### src/rtl/drive_arbiter.sv
// Drive command arbiter: picks Bluetooth, ultrasonic or infrared drive requests,
// enforces a minimum hold time and a STOP dead-time between direction changes,
// and drops a silent Bluetooth link after a watchdog timeout.
module drive_arbiter #(
  parameter int unsigned DEAD_CYCLES = 2_500_000,
  parameter int unsigned MIN_HOLD    = 5_000_000,
  parameter int unsigned BT_TIMEOUT  = 100_000_000
) (
  input  logic       clk_i,
  input  logic       rst_ni,
  input  logic [2:0] bl_ctr_i,
  input  logic       bl_en_i,
  input  logic [2:0] csb_ctr_i,
  input  logic       csb_en_i,
  input  logic       csb_en_negedge_i,
  input  logic [2:0] hw_ctr_i,
  output logic [2:0] ctr_o,
  output logic [1:0] owner_o,
  output logic       dead_o,
  output logic       bt_stale_o
);

  localparam int unsigned DeadW = (DEAD_CYCLES > 1) ? $clog2(DEAD_CYCLES) : 1;
  localparam int unsigned HoldW = (MIN_HOLD > 1) ? $clog2(MIN_HOLD) : 1;
  localparam int unsigned WdW   = (BT_TIMEOUT > 1) ? $clog2(BT_TIMEOUT) : 1;

  localparam logic [DeadW-1:0] DeadLast = DeadW'(DEAD_CYCLES - 1);
  localparam logic [HoldW-1:0] HoldLast = HoldW'(MIN_HOLD - 1);
  localparam logic [WdW-1:0]   WdLast   = WdW'(BT_TIMEOUT - 1);

  localparam logic [1:0] StStopped = 2'd0;
  localparam logic [1:0] StRun     = 2'd1;
  localparam logic [1:0] StDead    = 2'd2;

  localparam logic [1:0] OwnIr = 2'd1;
  localparam logic [1:0] OwnUs = 2'd2;
  localparam logic [1:0] OwnBt = 2'd3;

  // Undefined codes 5-7 collapse to STOP.
  function automatic logic [2:0] legal_cmd(input logic [2:0] c);
    return (c > 3'd4) ? 3'd0 : c;
  endfunction

  logic [1:0]       state_q, state_d;
  logic [2:0]       ctr_q, ctr_d;
  logic [1:0]       owner_q, owner_d;
  logic [1:0]       cmd_owner_q, cmd_owner_d;
  logic             dead_q, dead_d;
  logic [HoldW-1:0] hold_q, hold_d;
  logic [DeadW-1:0] dead_cnt_q, dead_cnt_d;
  logic [WdW-1:0]   wd_cnt_q, wd_cnt_d;
  logic             bt_stale_q, bt_stale_d;
  logic [2:0]       bl_ctr_prev_q;
  logic             bl_en_prev_q;
  logic             wd_reload;
  logic [2:0]       req;
  logic [1:0]       req_owner;

  // Source selection by fixed priority.
  always_comb begin
    req       = legal_cmd(hw_ctr_i);
    req_owner = OwnIr;
    if (bl_en_i && !bt_stale_q) begin
      req       = legal_cmd(bl_ctr_i);
      req_owner = OwnBt;
    end else if (csb_en_i || csb_en_negedge_i) begin
      req       = legal_cmd(csb_ctr_i);
      req_owner = OwnUs;
    end
  end

  // Bluetooth watchdog: any change on bl_ctr or a rising bl_en counts as activity.
  always_comb begin
    wd_reload = (bl_ctr_i != bl_ctr_prev_q) || (bl_en_i && !bl_en_prev_q);
    if (wd_reload) begin
      wd_cnt_d = '0;
    end else if (wd_cnt_q == WdLast) begin
      wd_cnt_d = wd_cnt_q;
    end else begin
      wd_cnt_d = wd_cnt_q + 1'b1;
    end
    bt_stale_d = (wd_cnt_d == WdLast);
  end

  // Command FSM: STOPPED / RUN / DEAD with hold and dead-time counters.
  always_comb begin
    state_d     = state_q;
    ctr_d       = ctr_q;
    dead_d      = 1'b0;
    hold_d      = hold_q;
    dead_cnt_d  = dead_cnt_q;
    cmd_owner_d = cmd_owner_q;
    owner_d     = req_owner;
    case (state_q)
      StStopped: begin
        ctr_d = 3'd0;
        if (req != 3'd0) begin
          ctr_d       = req;
          state_d     = StRun;
          hold_d      = '0;
          cmd_owner_d = req_owner;
        end
      end
      StRun: begin
        if (hold_q != HoldLast) begin
          hold_d = hold_q + 1'b1;
        end
        if (req == 3'd0) begin
          ctr_d   = 3'd0;
          state_d = StStopped;
        end else if (req != ctr_q) begin
          // Only a strictly higher-priority source may skip the hold time.
          if (hold_q == HoldLast || req_owner > cmd_owner_q) begin
            ctr_d      = 3'd0;
            dead_d     = 1'b1;
            dead_cnt_d = '0;
            state_d    = StDead;
          end
        end
      end
      StDead: begin
        ctr_d = 3'd0;
        if (req == 3'd0) begin
          state_d = StStopped;
        end else if (dead_cnt_q == DeadLast) begin
          // Load whatever is requested now, not what started the dead-time.
          ctr_d       = req;
          state_d     = StRun;
          hold_d      = '0;
          cmd_owner_d = req_owner;
        end else begin
          dead_d     = 1'b1;
          dead_cnt_d = dead_cnt_q + 1'b1;
        end
      end
      default: begin
        state_d = StStopped;
        ctr_d   = 3'd0;
      end
    endcase
  end

  // State and output registers.
  always_ff @(posedge clk_i or negedge rst_ni) begin
    if (!rst_ni) begin
      state_q       <= StStopped;
      ctr_q         <= 3'd0;
      owner_q       <= 2'd0;
      cmd_owner_q   <= 2'd0;
      dead_q        <= 1'b0;
      hold_q        <= '0;
      dead_cnt_q    <= '0;
      wd_cnt_q      <= '0;
      bt_stale_q    <= 1'b0;
      bl_ctr_prev_q <= 3'd0;
      bl_en_prev_q  <= 1'b0;
    end else begin
      state_q       <= state_d;
      ctr_q         <= ctr_d;
      owner_q       <= owner_d;
      cmd_owner_q   <= cmd_owner_d;
      dead_q        <= dead_d;
      hold_q        <= hold_d;
      dead_cnt_q    <= dead_cnt_d;
      wd_cnt_q      <= wd_cnt_d;
      bt_stale_q    <= bt_stale_d;
      bl_ctr_prev_q <= bl_ctr_i;
      bl_en_prev_q  <= bl_en_i;
    end
  end

  assign ctr_o      = ctr_q;
  assign owner_o    = owner_q;
  assign dead_o     = dead_q;
  assign bt_stale_o = bt_stale_q;

endmodule

### config.mk
export PLATFORM = sky130hd
export DESIGN_NAME = drive_arbiter
export DESIGN_NICKNAME = d
export VERILOG_FILES = /design/src/rtl/drive_arbiter.sv
export SDC_FILE = /design/constraint.sdc
export NUM_CORES = 1
export LEC_CHECK = 0
export CAP_MARGIN = 20
export CORE_MARGIN = 4
export CORE_UTILIZATION = 60
export CTS_CLUSTER_DIAMETER = 50
export DETAILED_ROUTE_END_ITERATION = 6
export PLACE_DENSITY = 0.89
export SETUP_SLACK_MARGIN = 0.2
export SLEW_MARGIN = 20
export SYNTH_ARGS = -nofsm -noshare
export SYNTH_HDL_FRONTEND = slang
export SYNTH_SLANG_ARGS = --single-unit
export TNS_END_PERCENT = 20
### constraint.sdc
create_clock -name clk_i -period 5.6 [get_ports clk_i]
set_input_delay 1.12 -clock clk_i [delete_from_list [all_inputs] [get_ports clk_i]]
set_output_delay 1.12 -clock clk_i [all_outputs]
set_load 0.02 [all_outputs]
==> results.md, run 1 <==
- PwrDens: 289.6 nW/um2
- Leak Pwr: around 0.0024 uW
- Most frequent cells after synthesis: 87 x dfrtp_1, 68 x nor2_1, 53 x nand2_1
- Setup violators final: 0
- Antenna cells: 0
- RSZ-0062 raised after global routing: false
- Crit path launch type: input pin
- Final period utilization: 71.82%
- First-pass GRT wire length: between 15000 and 20000 um
- Peak supply drop: around 0.23 mV
- DRT Wirelength: between 10000 and 15000 um
- Critical Path End Type: register
- Reg2reg start: bt_stale_o
- DR vias: roughly 4600
- Remaining DRCs: 0
- Post-CTS Hold Buffers: 0
- Remaining global-route overflow: 0
- Total CTS buffers: 9
- # fillers: between 600 and 700
- Top-area cell type share of the netlist area: slightly above 40%
- CTS Buffer Depth: 2
- Initial DRC count: around 400
- Resize count post-CTS: 0
- Total die area: just over 10000 um2
- Num rows: 33
- Die Y: ~100 um
- Critical Path RT: 5.86 ns
- Clock skew: 0.01090 ns
- Post-DP HPWL: ~8000 um
- Area Overhead vs Synth: 8.168%
- Port Buffers: 20
- Cell taking the most area after synthesis: dfrtp_1
- Max cap viols: 0
- Avg Inst Size Synth: between 8 and 9 um2
- Hold wc startpoint: hold_q[22]
- Worst hold path type: register to register
- CTS Root Cell: clkbuf_8
- Largest stage delay, worst path: ~0.46 ns
- Final-stage net count: slightly above 600
- Most used DFF post-synth: dfrtp_1
- Sequential cell area fraction in the yosys report: just over 40%
- Synth Warn #: 0
- Count leader, synth: dfrtp_1
- Clk_lat worst skew: 0.36 ns
- Worst hold slack: 0.5018 ns
- Avg WL per Cell: 16.31 um
- Gr usage total: between 20% and 30%
- Ys async rst share: 100.0%
- H-Tree Depth: 3
- Detail Route Antenna Nets: 0
- Core footprint: around 8300 um2
- EDFF count, synth: 0
- Worst path top cell family by delay: compound AO/OA/AOI/OAI gates
- Crit path kind: input pin to register
- Worst path arrival time: 4.28 ns
- Setup TNS: 0 ns
- Post-CTS setup buffers: 0
- Max_slew headroom: 28.02%
- Ranking of synthesized cells by area: dfrtp_1 42%, nor2_1 4.9%, nand3_1 4.2%, nand2_1 3.8%, o31ai_1 3.3%
- Syn Nets: 610
- Pins Over Slew Limit: 0
- Number of global-route vias before repair: roughly 4400
- Max Fclk: about 250 MHz
- DR pass1 iterations: 5
- # IOs: 21
- Status: completed
- Antenna violations before repair: 0
- Post-synth cell types: 65
- Initial Util: a little over three fifths
- Synthesis-stage register bit count: 87
- Endpoints failing hold: 0
- Gate Count Post-Synth: about 600
- Worst slew pin tran: ~1.1 ns
- Largest net degree at the start of global routing: 88
- Critical-path cell list: clkdlybuf4s50_1 -> nor2_1 -> nand2_1 -> ha_1 -> nor2b_1 -> a2bb2oi_1 -> a21oi_1 -> a41oi_2 -> o211ai_2 -> or2_1 -> o31ai_1
- Crit path buffers/inverters: 1
- CTS tree: built
- Reg clk slew, reported paths: ~0.09 ns
- Chip width: 101.4 um
- Synth Cell Area: roughly 5200 um2
- Via density: around 6.5
- Worst Setup SP: csb_en_negedge_i
- Share of layout cells above drive strength 1: between 6 and 7%
- Final RePlAce weighted congestion: approximately 0.90
- CP max stage cell: clkdlybuf4s50_1
- Clock sinks: 87
- Final Critical Period: between 4 and 5 ns
- Worst Path Max Fanout: 19
==> cells in the final DEF (no fill, tap or decap), drive strengths merged, types with 11 or more instances in the layout <==
cell           count
nor3              17
nor4              11
nand2             53
xnor2             16
o21ai             34
nor2              68
o31ai             23
nand3             44
a21oi             17
dfrtp             87
inv               20
nand2b            13
a21o              15
clkdlybuf4s50     19
and3              14
==> per-stage QoR <==
| step | setup slack [ns] | std cells | power [uW] | area (um2) | utilization (%) |
|---|---|---|---|---|---|
| after floorplan | 2.218 | 587 | 1101 | 5239 | - |
| final | 1.578 | 707 | 1641 | 5667 | 67.94 |
| after detailed placement | 1.242 | 691 | 1237 | 5482 | 65.72 |
| after global routing | 1.328 | 707 | 1742 | 5667 | 67.94 |
| after CTS | 1.611 | 707 | 1643 | 5663 | 67.90 |
| after global placement | 1.505 | 691 | 1208 | 5482 | 65.72 |
==> sequential cells by signal (all words and copies together) (netlist names) <==
register and cells:
cmd_owner_q 2, bl_ctr_prev_q 3, ctr_o 3, bt_stale_o 1, state_q 2, owner_o 2
dead_o 1, bl_en_prev_q 1, dead_cnt_q 22, hold_q 23, wd_cnt_q 27
==> final timing paths <==
check	end	slack, ns	depth (start not counted)
hold reg to reg	hold_q[22]	0.50	1
setup / recovery	dead_cnt_q[18]	1.58	11
hold / removal	hold_q[22]	0.50	1
max in group asynchronous	hold_q[2]	4.26	1
min in group asynchronous	owner_o[0]	0.82	1
setup reg to reg	dead_cnt_q[18]	2.37	10
==> cell type report <==
class | count | area (um2) | area share, %
inverter | 19 | 71.32 | 1.259
multi-input combinational | 458 | 2889 | 50.98
sequential | 87 | 2177 | 38.42
clock buffer | 10 | 137.6 | 2.429
clock inverter | 6 | 43.79 | 0.7728
timing repair buffer | 22 | 216.5 | 3.820
tap | 105 | 131.4 | 2.318
==> power breakdown <==
| group | switching (uW) | total (uW) | internal (uW) |
|---|---|---|---|
| Combinational | 300 | 477 | 177 |
| Clock | 238 | 412 | 174 |
| Sequential | 65.9 | 752 | 686 |
| Total | 604 | 1640 | 1040 |
==> logic make-up (layout without fill, tap and decap cells) <==
group                    Yosys count  count (layout)  share of synthesized area (%)
multiplexers                       4               4                         0.7882
AND/OR/NAND/NOR                  281             281                          29.09
flip-flops                        87              87                          41.56
adder cells (fa/ha/maj)            9               9                          2.150
AO/OA/AOI/OAI                    140             140                          18.99
XOR/XNOR                          24              24                          4.012
buffers and inverters             42              57                          3.415
==> routing by layer <==
metal / vias to the layer above / global-route usage, % / wire (um)
met5: - / 0 / 0
met4: 0 / 7.260 / 162
met3: 19 / 5.441 / 564
met2: 138 / 39.54 / 5729
met1: 2247 / 29.74 / 5071
li1: 2186 / - / -
(Power assumes the default switching activity.)
==> run 2: changes to the inputs <==
Settings changed: CORE_UTILIZATION 60 to 55, PLACE_DENSITY 0.89 to 0.86.
Clock period 5.6 ns to 3.22 ns, I/O delays scaled along.
==> run 2 against run 1 <==
Against the previous run: wire length increased by 4.4%; critical endpoint is now dead_cnt_q[2]; largest power group unchanged; sequential share of layout area decreased by 1.5 points; die area increased by 8.4%; global-route usage decreased by 0.92 points; clock-buffer cell count decreased by 1.
==> results.md, run 2 (synthesized netlist as in run 1, its figures left out) <==
- Largest stage delay, worst path: 0.47 ns (was 0.46 ns)
- Critical Path End Type: register (unchanged)
- Avg WL per Cell: 15.98 um (was 16.31 um)
- Port Buffers: 20 (unchanged)
- Post-DP HPWL: 8601 um (was 8040 um)
- Chip width: 105.6 um (was 101.4 um)
- Part of the power in registers: 43.7% (was 45.8%)
- Initial Util: 56.70% (was 62.81%)
- Final Critical Period: 2.944 ns
- Max reg flops: 27 (unchanged)
- Fin worst setup slack: 0.2760 ns (was 1.578 ns)
- Critical-path cell list: clkdlybuf4s50_1 -> nor2_2 -> nand2_1 -> ha_1 -> nor2b_1 -> a2bb2oi_2 -> a21oi_1 -> a41oi_2 -> nand2_1 -> a21o_1 -> buf_12 -> a211o_1 (was clkdlybuf4s50_1 -> nor2_1 -> nand2_1 -> ha_1 -> nor2b_1 -> a2bb2oi_1 -> a21oi_1 -> a41oi_2 -> o211ai_2 -> or2_1 -> o31ai_1)
- Clock sinks: 87 (unchanged)
- Clk_lat worst skew: 0.36 ns (about the same)
- Final-stage net count: 642 (was 620)
- Total die area: 11150 um2 (was 10290 um2)
- Commonest non-fill, non-tap cell in the layout: dfrtp_1 (unchanged)
- Core footprint: 9240 um2 (was 8341 um2)
- CP max stage cell: clkdlybuf4s50_1 (unchanged)
- Worst hold slack: 0.3177 ns (was 0.5018 ns)
- CTS Root Cell: clkbuf_8 (unchanged)
- FF+latch area: 2177 um2 (unchanged)
- DR vias: 4671 (was 4590)
- PwrDens: 507.4 nW/um2 (was 289.6 nW/um2)
- DRT Wirelength: 12030 um (was 11530 um)
- Reg clk slew, reported paths: 0.10 ns (was 0.09 ns)
- Setup TNS: 0 ns (unchanged)
- Final RePlAce weighted congestion: 0.9849 (was 0.8951)
- Final period utilization: around 90%
- Worst path arrival time: 3.19 ns (was 4.28 ns)
- Area Overhead vs Synth: 12.66% (was 8.168%)
- NetSw: 1116 uW (was 604.3 uW)
- Top Registers: wd_cnt_q (27), hold_q (23), dead_cnt_q (22) (unchanged)
- Clock skew: 0.01758 ns (was 0.01090 ns)
- Max_slew headroom: 50.87% (was 28.02%)
- Max cap viols: 0 (unchanged)
- Placed cells: 736 (was 691)
- Largest net degree at the start of global routing: 59 (was 88)
- Leak Pwr: 0.002491 uW (was 0.002361 uW)
- Crit path top cell by count: nand2_1
- RSZ-0062 raised after global routing: true (was false)
- Most frequent cells in the layout: 87 x dfrtp_1, 67 x nor2_1, 53 x nand2_1, 44 x nand3_1, 26 x o21ai_0 (was 87 x dfrtp_1, 68 x nor2_1, 53 x nand2_1, 44 x nand3_1, 26 x o21ai_0)
- Detail Route Antenna Nets: 0 (unchanged)
- Sw Share: 37.26% (was 36.83%)
- Status: completed (unchanged)
- Worst Path Max Fanout: 20 (was 19)
- Remaining DRCs: 0 (unchanged)
- Clk pwr share: 23.8% (was 25.1%)
- Antenna cells: 0 (unchanged)
- Worst hold path type: input pin to async pin (was register to register)
- H-Tree Depth: 3 (unchanged)
- Antenna violations before repair: 0 (unchanged)
- Share of layout cells above drive strength 1: 10.42% (was 6.478%)
- Peak supply drop: 0.4039 mV (was 0.2276 mV)
- Fin cells: 753 (was 707)
- Worst slew pin tran: 0.7369 ns (was 1.065 ns)
- Gr usage total: 22.43% (was 23.35%)
- Multi-input gate area: 2922 um2 (was 2889 um2)
- Top reg by flops: wd_cnt_q (unchanged)
- Initial DRC count: 465 (was 403)
- Endpoints failing hold: 0 (unchanged)
- # IOs: 21 (unchanged)
- Critical Path RT: 3.46 ns (was 5.86 ns)
- Pins Over Slew Limit: 0 (unchanged)
- Internal Power: 1879 uW (was 1037 uW)
- # fillers: 722 (was 641)
- Crit path launch type: input pin (unchanged)
- Number of global-route vias before repair: 4569 (was 4446)
- Setup violators final: 0 (unchanged)
- Remaining global-route overflow: 0 (unchanged)
- Logic pwr share: 32.4% (was 29.0%)
- First-pass GRT wire length: 20900 um (was 19710 um)
- Place WS: -0.08972 ns (was 1.242 ns)
- Total CTS buffers: 9 (unchanged)
- Crit path kind: input pin to register (unchanged)
- Num rows: 35 (was 33)
- Via density: 6.203 (was 6.492)
- Die Y: 105.6 um (was 101.4 um)
- CTS tree: built (unchanged)
- DR pass1 iterations: 5 (unchanged)
- Max Fclk: 339.7 MHz
- CTS Buffer Depth: 2 (unchanged)
## run 2: metal layers
layer / up-vias / wire [um] / track usage, %
li1: 2230 / - / -
met3: 20 / 623 / 3.858
met1: 2259 / 5393 / 30.09
met2: 162 / 5804 / 36.84
met5: - / 0 / 0
met4: 0 / 210 / 7.771
## run 2: power by group through the flow
stage          combinational (uW)  clock (uW)  sequential [uW]
3_3_place_gp                  886           0             1320
4_1_cts                       939         728             1300
6_report                      971         714             1310
2_1_floorplan                 592           0             1320
3_5_place_dp                  935           0             1320
5_1_grt                      1080         769             1320
## run 2: cell type report
type	instances	share of cell area, %
repair buffers	44	6.614
clock inverters	7	0.9540
flip-flops and latches	87	36.89
inverters	19	1.208
clock buffers	9	2.099
multi-input cells	458	49.50
well taps	129	2.735
## run 2: path summary, 6_finish.rpt
kind	start	to	slack, ns	cells past startpoint
setup / recovery	csb_en_negedge_i	dead_cnt_q[2]	0.28	12
hold / removal	rst_ni	owner_o[0]	0.32	1
setup reg to reg	hold_q[0]	dead_cnt_q[2]	0.49	9
hold reg to reg	hold_q[22]	hold_q[22]	0.49	1
max in group asynchronous	rst_ni	ctr_o[1]	2.17	2
min in group clk_i	hold_q[22]	hold_q[22]	0.49	1
## run 2: timing repair
action	in CTS	in global routing
buffers inserted	0	1
hold endpoints to repair	0	0
gates resized for setup	0	7
hold buffers	0	0
setup endpoints to repair	0	27
## run 2: stage by stage
step	area [um2]	power [uW]	utilization [%]
floorplan	5239	1915	-
global placement	5682	2202	61.49
detailed placement	5682	2260	61.49
CTS	5862	2971	63.44
global route	5902	3171	63.87
finish	5902	2995	63.87
## run 2: critical path, delay by kind of cell
| kind | cells | cell delay, ns |
|---|---|---|
| AOI/OAI and AO/OA | 5 | 1.04 |
| adders and majority gates | 1 | 0.31 |
| buffers and inverters | 2 | 0.63 |
| and+or+nand+nor | 4 | 0.55 |
==> run 3: changes to the inputs <==
Settings changed: ABC_AREA set to 1, CORE_UTILIZATION 55 to 56, PLACE_DENSITY 0.86 to 0.87.
==> run 3 against run 2 <==
Against the previous run: design area increased by 10%; die area increased by 12%; sequential cell count unchanged; first-iteration DRC count increased by 23%; combinational power increased by 12%; largest cell class unchanged; wire length increased by 11%; worst setup slack improved by 0.38 ns; clock skew decreased by 0.0046 ns; sequential share of layout area decreased by 3.4 points; largest power group unchanged.
==> results.md, run 3 <==
- Port Buffers: 20 (unchanged)
- Critical Path End Type: register (unchanged)
- Initial DRC count: 574 (was 465)
- Max_slew headroom: 55.72% (was 50.87%)
- Clock sinks: 87 (unchanged)
- Commonest non-fill, non-tap cell in the layout: nand2_1 (was dfrtp_1)
- CTS tree: built (unchanged)
- Reg clk slew, reported paths: 0.09 ns (was 0.10 ns)
- DRT Wirelength: 13390 um (was 12030 um)
- Largest stage delay, worst path: 0.43 ns (was 0.47 ns)
- Final RePlAce weighted congestion: 0.9481 (was 0.9849)
- Initial Util: 57.92% (was 56.70%)
- DR pass1 iterations: 6 (was 5)
- Detail Route Antenna Nets: 0 (unchanged)
- Worst slew pin tran: 0.6634 ns (was 0.7369 ns)
- Endpoints failing hold: 0 (unchanged)
- Via density: 5.465 (was 6.203)
- Die Y: 111.8 um (was 105.6 um)
- Post-Route Utilization: 62.45% (was 63.87%)
- Gr usage total: 22.32% (was 22.43%)
- Max Fclk: 389.3 MHz (was 339.7 MHz)
- Remaining global-route overflow: 0 (unchanged)
- Status: completed (unchanged)
- Post-DP HPWL: 9840 um (was 8601 um)
- Total CTS buffers: 9 (unchanged)
- Resize count post-CTS: 0 (unchanged)
- Top Registers: wd_cnt_q (27), hold_q (23), dead_cnt_q (22) (unchanged)
- Worst Path Max Fanout: 22 (was 20)
- Final Critical Period: 2.569 ns (was 2.944 ns)
- Num rows: 37 (was 35)
- Synthesis-stage register bit count: 87 (unchanged)
- Most frequent cells in the layout: 200 x nand2_1, 104 x inv_1, 87 x nor2_1, 87 x dfrtp_1, 78 x nand3_1 (was 87 x dfrtp_1, 67 x nor2_1, 53 x nand2_1, 44 x nand3_1, 26 x o21ai_0)
- Crit path top cell by count: nand2_1 (unchanged)
- CP max stage cell: clkdlybuf4s50_1 (unchanged)
- Share of layout cells above drive strength 1: 11.72% (was 10.42%)
- Setup TNS: 0 ns (unchanged)
- Leak Pwr: 0.002887 uW (was 0.002491 uW)
- Final-stage net count: 866 (was 642)
- Crit path kind: input pin to register (unchanged)
- Count leader, synth: nand2_1 (was dfrtp_1)
- First-pass GRT wire length: 23470 um (was 20900 um)
- Critical-path cell list: clkdlybuf4s50_1 -> inv_2 -> nor2_4 -> nor2_2 -> inv_1 -> ha_1 -> inv_1 -> nor2_1 -> o21ai_0 -> nand2_1 -> inv_1 -> nand2_1 -> nand4_4 -> nand2_1 -> nand2_1 (was clkdlybuf4s50_1 -> nor2_2 -> nand2_1 -> ha_1 -> nor2b_1 -> a2bb2oi_2 -> a21oi_1 -> a41oi_2 -> nand2_1 -> a21o_1 -> buf_12 -> a211o_1)
- Worst hold slack: 0.3029 ns (was 0.3177 ns)
- Post-CTS Hold Buffers: 0 (unchanged)
- Worst path arrival time: 2.82 ns (was 3.19 ns)
- Most frequent cells after synthesis: 200 x nand2_1, 104 x inv_1, 87 x dfrtp_1, 87 x nor2_1, 78 x nand3_1 (was 87 x dfrtp_1, 68 x nor2_1, 53 x nand2_1)
- Crit path buffers/inverters: 5 (was 2)
- # IOs: 21 (unchanged)
- Synth Warn #: 0 (unchanged)
- Setup violators final: 0 (unchanged)
- Clock skew: 0.01295 ns (was 0.01758 ns)
- Max cap viols: 0 (unchanged)
- Ys async rst share: 100.0% (unchanged)
- Chip width: 111.8 um (was 105.6 um)
- Post-synth cell types: 43 (was 65)
- Antenna violations before repair: 0 (unchanged)
- Antenna cells: 0 (unchanged)
- Gate Count Post-Synth: 824 (was 587)
- Avg Inst Size Synth: 7.322 um2 (was 8.925 um2)
- Final period utilization: 79.77% (was 91.43%)
- Total die area: 12500 um2 (was 11150 um2)
- Number of global-route vias before repair: 5164 (was 4569)
- CTS Root Cell: clkbuf_8 (unchanged)
- Ranking of synthesized cells by area: dfrtp_1 36%, nand2_1 12%, nand3_1 6.5%, inv_1 6.5%, nor2_1 5.4% (was dfrtp_1 42%, nor2_1 4.9%, nand3_1 4.2%, nand2_1 3.8%, o31ai_1 3.3%)
- Cell taking the most area after synthesis: dfrtp_1 (unchanged)
- DR vias: 5361 (was 4671)
- # fillers: 945 (was 722)
- PwrDens: 470.3 nW/um2 (was 507.4 nW/um2)
- Largest net degree at the start of global routing: 52 (was 59)
- Core footprint: 10420 um2 (was 9240 um2)
- Worst hold path type: input pin to async pin (unchanged)
- Top reg by flops: wd_cnt_q (unchanged)
- Sequential cell area fraction in the yosys report: 36.08% (was 41.56%)
- Area Overhead vs Synth: 7.818% (was 12.66%)
- Max reg flops: 27 (unchanged)
- EDFF count, synth: 0 (unchanged)
- Crit path launch type: input pin (unchanged)
- Top-area cell type share of the netlist area: 36.08% (was 41.56%)
- Peak supply drop: 0.4160 mV (was 0.4039 mV)
- Critical Path RT: 3.47 ns (was 3.46 ns)
- Avg WL per Cell: 13.65 um (was 15.98 um)
- H-Tree Depth: 3 (unchanged)
- Post-CTS setup buffers: 0 (unchanged)
- Remaining DRCs: 0 (unchanged)
- Synth Cell Area: 6033 um2 (was 5239 um2)
- CTS Buffer Depth: 2 (unchanged)
- RSZ-0062 raised after global routing: false (was true)
- Pins Over Slew Limit: 0 (unchanged)
- Syn Nets: 847 (was 610)
- Clk_lat worst skew: 0.37 ns (was 0.36 ns)
- Most used DFF post-synth: dfrtp_1 (unchanged)
- Worst path top cell family by delay: simple AND/OR/NAND/NOR gates (was compound AO/OA/AOI/OAI gates)
[run 3: cell count changes in the layout (fill, tap and decap cells not counted), sizes merged, moves of 11 or more]
cell and change:
a21o -15, and3 -13, buf -17, inv +93, nand2 +156, nand2b -13, nand3 +44, nand4 +26
nor2 +32, nor3 +18, o31ai -11, xnor2 -14, xor2 +28
[run 3: routing by layer]
layer	GRT usage [%]	part of all wire, %	vias to the layer above	routed length [um]
li1	-	-	2718	-
met1	28.64	44	2470	5924
met2	37.93	49	147	6596
met3	4.076	4.4	26	590
met4	7.624	2.1	0	280
met5	0	0	-	0
[run 3: worst reg2reg max path, delay by kind of cell (launching register included)]
| kind | cells | cell delay, ns |
|---|---|---|
| and+or+nand+nor | 8 | 1.10 |
| DFF | 1 | 0.42 |
| adders and majority gates | 1 | 0.29 |
| buffers and inverters | 3 | 0.20 |
| AOI/OAI and AO/OA | 1 | 0.09 |
[run 3: layout make-up]
type / instances / area (um2) / area share, %
Timing Repair Buffer: 27 / 262.8 / 4.039
Multi-Input combinational cell: 603 / 3286 / 50.51
Clock inverter: 4 / 50.05 / 0.7694
Tap cell: 136 / 170.2 / 2.616
Sequential cell: 87 / 2177 / 33.47
Clock buffer: 9 / 123.9 / 1.904
Inverter: 115 / 435.4 / 6.694
[run 3: cell families after synthesis]
kind of cell    after synthesis  share of synthesized area [%]
simple gates                493                          39.61
fa+ha+maj                     9                          1.866
xor+xnor                     38                          5.516
flops                        87                          36.08
compound gates               63                          7.321
buf+inv                     134                          9.602
[run 3: where the power goes]
part	switching, uW	internal, uW
Sequential	73.6	1170
Clock	389	344
Combinational	778	309
[run 3: worst paths after layout]
kind / startpoint / to / slack [ns] / depth (start not counted)
max in group asynchronous: rst_ni / dead_cnt_q[8] / 2.28 / 2
worst min-delay path: rst_ni / wd_cnt_q[8] / 0.30 / 1
worst max register to register: bt_stale_o / dead_cnt_q[7] / 1.01 / 13
min in group clk_i: cmd_owner_q[1] / cmd_owner_q[1] / 0.51 / 2
worst max-delay path: bl_en_i / dead_cnt_q[7] / 0.65 / 15
worst min register to register: cmd_owner_q[1] / cmd_owner_q[1] / 0.51 / 2
[run 3: metrics by stage]
stage               cell area (um2)  instances  total power (uW)  setup WS, ns
finish                         6505        981              3059        0.6515
global route                   6505        981              3264        0.4297
CTS                            6496        981              3059        0.4358
detailed placement             6322        968              2317       0.09602
global placement               6322        968              2299        0.2007
floorplan                      6033        824              2114         1.072
